## config.mk

```make
export PLATFORM = sky130hd
export DESIGN_NAME = round_timer_compare
export DESIGN_NICKNAME = d
export VERILOG_FILES = /design/src/rtl/round_timer_compare_pkg.sv /design/src/rtl/round_timer_compare_lfsr8.sv /design/src/rtl/round_timer_compare.sv
export SDC_FILE = /design/constraint.sdc
export NUM_CORES = 1
export LEC_CHECK = 0
export BUFFER_PORTS_ARGS = -buffer_cell sky130_fd_sc_hd__buf_4
export CORE_ASPECT_RATIO = 0.75
export CORE_MARGIN = 1.5
export CORE_UTILIZATION = 25
export CTS_BUF_LIST = sky130_fd_sc_hd__clkbuf_16
export DETAILED_ROUTE_END_ITERATION = 8
export PLACE_DENSITY = 0.39
export SLEW_MARGIN = 20
export SYNTH_ARGS = -nofsm -noshare
export SYNTH_HDL_FRONTEND = slang
export SYNTH_SLANG_ARGS = --single-unit
```

## constraint.sdc

```tcl
create_clock -name clk -period 3.2 [get_ports clk]
set_input_delay 0.96 -clock clk [delete_from_list [all_inputs] [get_ports clk]]
set_output_delay 0.96 -clock clk [all_outputs]
set_load 0.01 [all_outputs]
```

## src/rtl/round_timer_compare_pkg.sv

```systemverilog
// Shared definitions for the round timer / target comparator.
//   state_t     : FSM state encoding (IDLE, RUN, EXPIRED)
//   TIME_W      : width of the round-time countdown
//   NUM_W       : width of target / switch values
//   LFSR_TAPS   : feedback tap mask for x^8+x^6+x^5+x^4+1 (bits 7,5,4,3)
//   level_mask  : target mask for a given difficulty level
package round_timer_compare_pkg;

  localparam int TIME_W = 5;
  localparam int NUM_W  = 8;

  localparam logic [NUM_W-1:0] LFSR_TAPS = 8'hB8;

  typedef enum logic [1:0] {
    IDLE    = 2'd0,
    RUN     = 2'd1,
    EXPIRED = 2'd2
  } state_t;

  // (1 << (lvl+1)) - 1, computed in 9 bits so lvl=7 yields 8'hFF.
  function automatic logic [NUM_W-1:0] level_mask(input logic [2:0] lvl);
    logic [NUM_W:0] m;
    m = (9'd1 << ({1'b0, lvl} + 4'd1)) - 9'd1;
    return m[NUM_W-1:0];
  endfunction

endpackage

```

## src/rtl/round_timer_compare_lfsr8.sv

```systemverilog
// 8-bit Fibonacci LFSR, free-running every clock.
//   clk  in   system clock
//   rst  in   asynchronous active-high reset, loads SEED
//   q    out  current LFSR state (never zero for a non-zero SEED)
module lfsr8
  import round_timer_compare_pkg::*;
#(
  parameter logic [7:0] SEED = 8'hA5
) (
  input  logic       clk,
  input  logic       rst,
  output logic [7:0] q
);

  logic feedback;

  assign feedback = ^(q & LFSR_TAPS);

  always_ff @(posedge clk or posedge rst) begin
    if (rst) q <= SEED;
    else     q <= {q[6:0], feedback};
  end

endmodule

```

## src/rtl/round_timer_compare.sv

```systemverilog
// Target generator, switch comparator and per-round countdown.
//   clk        in   system clock
//   rst        in   asynchronous active-high reset
//   set_f      in   1-cycle load/abort strobe
//   set_v      in   round time in ticks; 0 with set_f aborts the round
//   level      in   difficulty; level[2:0] selects target width
//   sw         in   player switch value
//   cmp_r      out  registered match of masked sw against target (RUN only)
//   end_f      out  round time expired, held until set_f or rst
//   target     out  current masked target
//   time_left  out  remaining ticks
module round_timer_compare
  import round_timer_compare_pkg::*;
#(
  parameter int         TICK_DIV  = 50_000_000,
  parameter logic [7:0] LFSR_SEED = 8'hA5
) (
  input  logic              clk,
  input  logic              rst,
  input  logic              set_f,
  input  logic [TIME_W-1:0] set_v,
  input  logic [7:0]        level,
  input  logic [NUM_W-1:0]  sw,
  output logic              cmp_r,
  output logic              end_f,
  output logic [NUM_W-1:0]  target,
  output logic [TIME_W-1:0] time_left
);

  localparam int PRESC_W = $clog2(TICK_DIV);
  localparam logic [PRESC_W-1:0] PRESC_LAST = PRESC_W'(TICK_DIV - 1);

  state_t              state_reg, state_next;
  logic [PRESC_W-1:0]  presc_reg, presc_next;
  logic [TIME_W-1:0]   time_left_reg, time_left_next;
  logic [NUM_W-1:0]    target_reg, target_next;
  logic [NUM_W-1:0]    mask_reg, mask_next;
  logic                end_f_reg, end_f_next;
  logic                cmp_r_reg, cmp_r_next;
  logic [NUM_W-1:0]    lfsr_q;
  logic                unused_level;

  assign unused_level = ^level[7:3];

  lfsr8 #(.SEED(LFSR_SEED)) u_lfsr (
    .clk (clk),
    .rst (rst),
    .q   (lfsr_q)
  );

  always_comb begin
    state_next     = state_reg;
    presc_next     = presc_reg;
    time_left_next = time_left_reg;
    target_next    = target_reg;
    mask_next      = mask_reg;
    end_f_next     = end_f_reg;

    if (set_f) begin
      // A strobe always wins over a pending tick wrap.
      end_f_next = 1'b0;
      if (set_v != '0) begin
        mask_next      = level_mask(level[2:0]);
        target_next    = lfsr_q & level_mask(level[2:0]);
        time_left_next = set_v;
        presc_next     = '0;
        state_next     = RUN;
      end else begin
        target_next    = '0;
        time_left_next = '0;
        state_next     = IDLE;
      end
    end else if (state_reg == RUN) begin
      if (presc_reg == PRESC_LAST) begin
        presc_next = '0;
        if (time_left_reg == TIME_W'(1)) begin
          time_left_next = '0;
          end_f_next     = 1'b1;
          state_next     = EXPIRED;
        end else begin
          time_left_next = time_left_reg - TIME_W'(1);
        end
      end else begin
        presc_next = presc_reg + PRESC_W'(1);
      end
    end

    // Requiring RUN on both sides of the edge keeps cmp_r low in the cycle
    // after an abort or expiry, not just once the FSM has settled there.
    cmp_r_next = (state_reg == RUN) && (state_next == RUN) &&
                 ((sw & mask_reg) == target_reg);
  end

  always_ff @(posedge clk or posedge rst) begin
    if (rst) begin
      state_reg     <= IDLE;
      presc_reg     <= '0;
      time_left_reg <= '0;
      target_reg    <= '0;
      mask_reg      <= '0;
      end_f_reg     <= 1'b0;
      cmp_r_reg     <= 1'b0;
    end else begin
      state_reg     <= state_next;
      presc_reg     <= presc_next;
      time_left_reg <= time_left_next;
      target_reg    <= target_next;
      mask_reg      <= mask_next;
      end_f_reg     <= end_f_next;
      cmp_r_reg     <= cmp_r_next;
    end
  end

  assign cmp_r     = cmp_r_reg;
  assign end_f     = end_f_reg;
  assign target    = target_reg;
  assign time_left = time_left_reg;

endmodule

```

* Word-level counts from Yosys, hierarchy flattened
Cells that the tools add are included.
** Cells by class
- $add $sub $neg :: 4
- $mul :: 0
- Divide/modulo/power cells :: 0
- Magnitude comparators :: 0
- Equal/unequal tests :: 6
- Shift-type cells :: 1
- Multiplexer cells :: 19
- Bitwise gates (word level) :: 2
- Reduce and logical (&&, ||, !) cells :: 11
** Operators by type and width (number)
- 26-bit two-way mux :: 4
- 26-bit by 1-bit adder with 26-bit output, second input constant :: 1
- 26-bit == test, second input constant :: 1
- 5-bit two-way mux :: 5
- 8-bit AND :: 2
- 8-bit == test :: 1
- 2-bit two-way mux :: 4
- 8-bit two-way mux :: 1
- 8-bit parity :: 1
- 1-bit by 4-bit left shift with 8-bit output, first input constant :: 1
- 8-bit by 1-bit subtractor with 8-bit output, second input constant :: 1
- 2-bit AND reduction :: 3
- 2-bit nonzero test :: 3
- 5-bit by 1-bit == test with 1-bit output, second input constant :: 1
- 1-bit two-way mux :: 5
- 5-bit nonzero test :: 1
- 5-bit by 1-bit subtractor with 5-bit output, second input constant :: 1
- 3-bit by 1-bit adder with 4-bit output, second input constant :: 1
- 2-bit by 1-bit == test with 1-bit output, second input constant :: 2
- 3-bit AND reduction :: 1
- 1-bit logical AND :: 2
- 2-bit by 1-bit != test with 1-bit output, second input constant :: 1
** Word-level totals
- Register bits after elaboration :: 59
- Latch bits :: 0
- Bits in writable memories :: 0
- Memory bits (read-only) :: 0
- Input bits :: 24
- Word-level logic and storage cells :: 51
- Memories kept :: 0

* Depth between registers and ports, before layout
- Word-level depth :: 8
- Mapped depth :: 7
- Gate-level depth less buffers :: 7

* By module
From an unflattened synthesis, not the netlist that was laid out.
** Second synthesis, totals
- Cell total of the unflattened synthesis :: 314
- Area, all modules :: 3036.7 um2
** Modules (own cells, without submodules)
- round_timer_compare :: instances 1, cells an instance 302, area each 2801.4 um2, sequential area each 1276.2 um2
- lfsr8 :: instances 1, cells an instance 12, area each 235.2 um2, sequential area each 205.2 um2

* Worst setup path before layout
Ideal clock, no wire load.
- Kind :: input port to flip-flop
- Start point :: in set_f
- End point :: reg presc_reg[21]
- Arrival :: 2.398 ns
- Slack :: 0.725 ns
- Stages :: 6
- Path through :: buf_6 > nor3b_1 > a22o_1 > or4_4 > or3_1 > a21oi_1
** On the way
- Word-level cells in the longest chain between the ends :: 2
** RTL lines
- start, declared :: line round_timer_compare.sv:20 : input logic set_f,
- 2-bit by 1-bit != test with 1-bit output (no source line) or 2-bit nonzero test (tied branches)
- 2-bit AND reduction (no source line)
- end signal, assigned :: line round_timer_compare.sv:105 : presc_reg <= presc_next;
- end, declared :: line round_timer_compare.sv:34 : logic [PRESC_W-1:0] presc_reg, presc_next;
Parallel ways exist; a longest one is shown, timed or not.
A chain may end at the register's enable or synchronous reset.

* Worst setup path after layout
- Start point :: reg presc_reg[1]
- End point :: reg time_left_reg[3], in the netlist time_left[3]
** On the way
- Word-level cells in the longest chain between the ends :: 3
** RTL lines
- 26-bit == test :: line round_timer_compare.sv:74 : if (presc_reg == PRESC_LAST) begin
- 2-bit nonzero test (no source line)
- 2-bit AND reduction (no source line)
- end signal, assigned :: line round_timer_compare.sv:106 : time_left_reg <= time_left_next;
- end, declared :: line round_timer_compare.sv:35 : logic [TIME_W-1:0] time_left_reg, time_left_next;
No other way between the ends.

==> run_results.csv <==
group,metric,value,unit
status,status,"finished, final reports clean",
synthesis,avgSynthCellArea,9.450,um2
pwr,max-vdd-ir-drop,253.8,uV
timing,relSlewSlack,59.95,%
layout,largest_register_ffs,26,
min_path,whs_path_depth,0,
pwr,p_leak,0.001652,uW
global_routing,grt_usage,13.36,%
detailed_routing,drtAntennaViolNets,0,
clock_tree,cts_buffers,9,
placement,dpl_worst_slack,0.6079,ns
detailed_routing,routedWlPerCell,14.79,um
clock_tree,clk_pin_slew,0.05,ns
synthesis,synth_top_area_share,44.95,%
synthesis,syn_nets,352,
run,timing.max_cap.violations,0,
placement,io_buffers,33,
setup_path,critPathKind,"reg -> reg",
setup_path,cp.arrival,2.53,ns
layout,area_delta_synth_final,25.05,%
synthesis,post-synth-top-area-cell,"dfrtp_1",
min_path,hold_class,"reg -> reg",
timing,timing.hold.ws,0.3753,ns
pwr,swShare,22.82,%
synthesis,ys_seq_area_share,48.39,%
layout,final_common_cell,"dfrtp_1",
clock_tree,ctsLongestPathBuffers,2,
clock_tree,ctsHoldBuffers,0,
clock_tree,clock-sinks,59,
layout,antenna_cells,0,
timing,setup_viol,0,
timing,maxSlewViolCount,0,
detailed_routing,first_pass_iters,4,
setup_path,rrSetupSlack,0.88,ns
timing,tightest_slew,0.5961,ns
clock_tree,cts_resized,0,
placement,place_area,0.003520,mm2
pwr,pwr-share-clk,51.1,%
clock_tree,root_buffer,"clkbuf_16",
setup_path,startpoint_type,"register",
floorplan,die_h,98.84,um
timing,tns,0,ns
timing,fmaxAchievable,430.7,MHz
floorplan,io_pins,39,
detailed_routing,drt_iter0_markers,182,
layout,utilization,32.49,%
setup_path,reg2reg_depth,6,
floorplan,core_area,0.01178,mm2
timing,hold_viol,0,
detailed_routing,wl,7823,um
min_path,min_to,"u_lfsr.q[7]",
synthesis,synth_area_leaders,"dfrtp_1 45%, nand2_1 4.7%, nor2_1 3.8%",
floorplan,rows,34,
pwr,pwr-share-seq,40.4,%
setup_path,crit_fanout,8,
clock_tree,clock_latency,0.32,ns
setup_path,timing.rr.end,"time_left[3]",
floorplan,die_w,130.8,um
synthesis,synth_area,0.003062,mm2
global_routing,antenna_found_initial,0,
global_routing,grt_max_degree,35,
timing,rsz0062_at_grt,"false",
layout,drive_above_1_share,17.98,%
pwr,pwr_density_cell,510.8,mW/mm2
global_routing,grt_overflow,0,
timing,finClkSkew,0.005737,ns
clock_tree,cts_tree,"done",
synthesis,dominantRegCellSynth,"dfrtp_1",
layout,fillCellCount,1235,
setup_path,reg2reg_from,"presc_reg[1]",
min_path,worstHoldStart,"u_lfsr.q[6]",
detailed_routing,vias,2500,
global_routing,grt_pass1_vias,2366,
placement,routabilityCongestion,0.7602,
timing,fin_crit_sh,72.56,%
global_routing,grt_first_pass_wirelength,13040,um
layout,stdcell_area,0.003829,mm2
synthesis,yosysUniqueCellTypes,49,
timing,layout_setup_ws,0.8782,ns
setup_path,endpoint_kind,"register",
layout,final_cell_mix,"55 x dfrtp_1, 40 x buf_4, 38 x nand2_1, 31 x nor2_1, 20 x o21ai_0",
synthesis,async_flop_share,100.0,%
floorplan,start_util,25.98,%
floorplan,dieArea,0.01293,mm2
synthesis,yosysWarnings,0,
synthesis,ys_ff_latch,59,
pwr,internal_power,1509,uW
clock_tree,cts_max_level,3,
timing,min_period,2.322,ns
detailed_routing,drc_errors,0,
layout,final_net_count,390,
setup_path,critPathRequiredTime,3.41,ns
synthesis,syn_inst,324,
clock_tree,postCtsSetupBuffers,0,
pwr,switching_power,446.3,uW
detailed_routing,routed_via_density,4.726,
pwr,comb_power_share,8.5,%
placement,dpl.hpwl,5820,um
synthesis,synth_edf_count,0,
[cells by family after synthesis]
kind of cell	Yosys count	share of synthesized area (%)
AO/OA/AOI/OAI	63	13.61
XOR/XNOR	25	7.152
adder cells (fa/ha/maj)	4	1.635
buffers and inverters	23	3.228
flip-flops	59	48.39
multiplexers	2	0.6947
other	1	0.1225
AND/OR/NAND/NOR	147	25.17
[critical path, stage by stage (launching register included)]
cell     delay, ns
dfrtp_1       0.40
ha_1          0.24
nand4_1       0.25
nor3_4        0.41
nand3_2       0.21
or4_1         0.44
a31o_2        0.25
[stage by stage]
| step | power [uW] | cells |
|---|---|---|
| 2_1_floorplan | 896.9 | 324 |
| 3_5_place_dp | 971.2 | 513 |
| 5_1_grt | 2054 | 529 |
| 6_report | 1956 | 529 |
| 3_3_place_gp | 971.7 | 513 |
| 4_1_cts | 2000 | 529 |
[cell usage after synthesis (2+ instances only)]
cell / count
a21o_1: 3
a21oi_1: 10
a22o_1: 10
a31oi_1: 4
a32oi_1: 2
and2_1: 2
and3_1: 7
and4_1: 7
buf_2: 4
clkbuf_1: 8
dfrtp_1: 55
dfstp_2: 4
ha_1: 4
inv_1: 8
nand2_1: 38
nand2b_1: 3
nand3_1: 16
nand4_1: 13
nor2_1: 31
nor2b_1: 2
nor3_1: 8
nor3b_1: 2
nor4_1: 3
o21ai_0: 20
o22ai_1: 2
o2bb2ai_1: 4
o311ai_0: 2
or3_1: 5
or4_1: 4
xnor2_1: 12
xor2_1: 13
[power by group through the flow]
stage / logic (uW) / registers (uW) / clock network (uW)
final: 167 / 790 / 999
after global routing: 190 / 794 / 1070
after CTS: 170 / 789 / 1040
after detailed placement: 169 / 802 / 0
after global placement: 169 / 802 / 0
after floorplan: 96.4 / 800 / 0
[per-layer routing]
metal / global-route usage [%] / vias to the layer above / part of all wire, %
met4: 3.550 / 0 / 0.63
met1: 21.25 / 1210 / 57
met5: 0 / - / 0
met2: 16.56 / 37 / 39
met3: 4.506 / 4 / 3.2
li1: - / 1249 / -
[layout make-up]
| class | instances | area, um2 | area share, % |
|---|---|---|---|
| Clock buffer | 9 | 225.2 | 5.882 |
| Clock inverter | 7 | 83.83 | 2.190 |
| Inverter | 9 | 33.78 | 0.8824 |
| Multi-Input combinational cell | 242 | 1481 | 38.69 |
| Sequential cell | 59 | 1481 | 38.69 |
| Tap cell | 162 | 202.7 | 5.294 |
| Timing Repair Buffer | 41 | 320.3 | 8.366 |
[worst max path at each step]
stage                 start             to  cells past startpoint
2_1_floorplan         set_f  presc_reg[21]                      6
3_3_place_gp       set_v[0]    mask_reg[2]                      6
3_5_place_dp       set_v[0]    mask_reg[2]                      6
4_1_cts        presc_reg[1]   time_left[3]                      6
5_1_grt        presc_reg[1]   time_left[3]                      6
6_report       presc_reg[1]   time_left[3]                      6
Note: power is estimated with default switching activity, not from simulation.
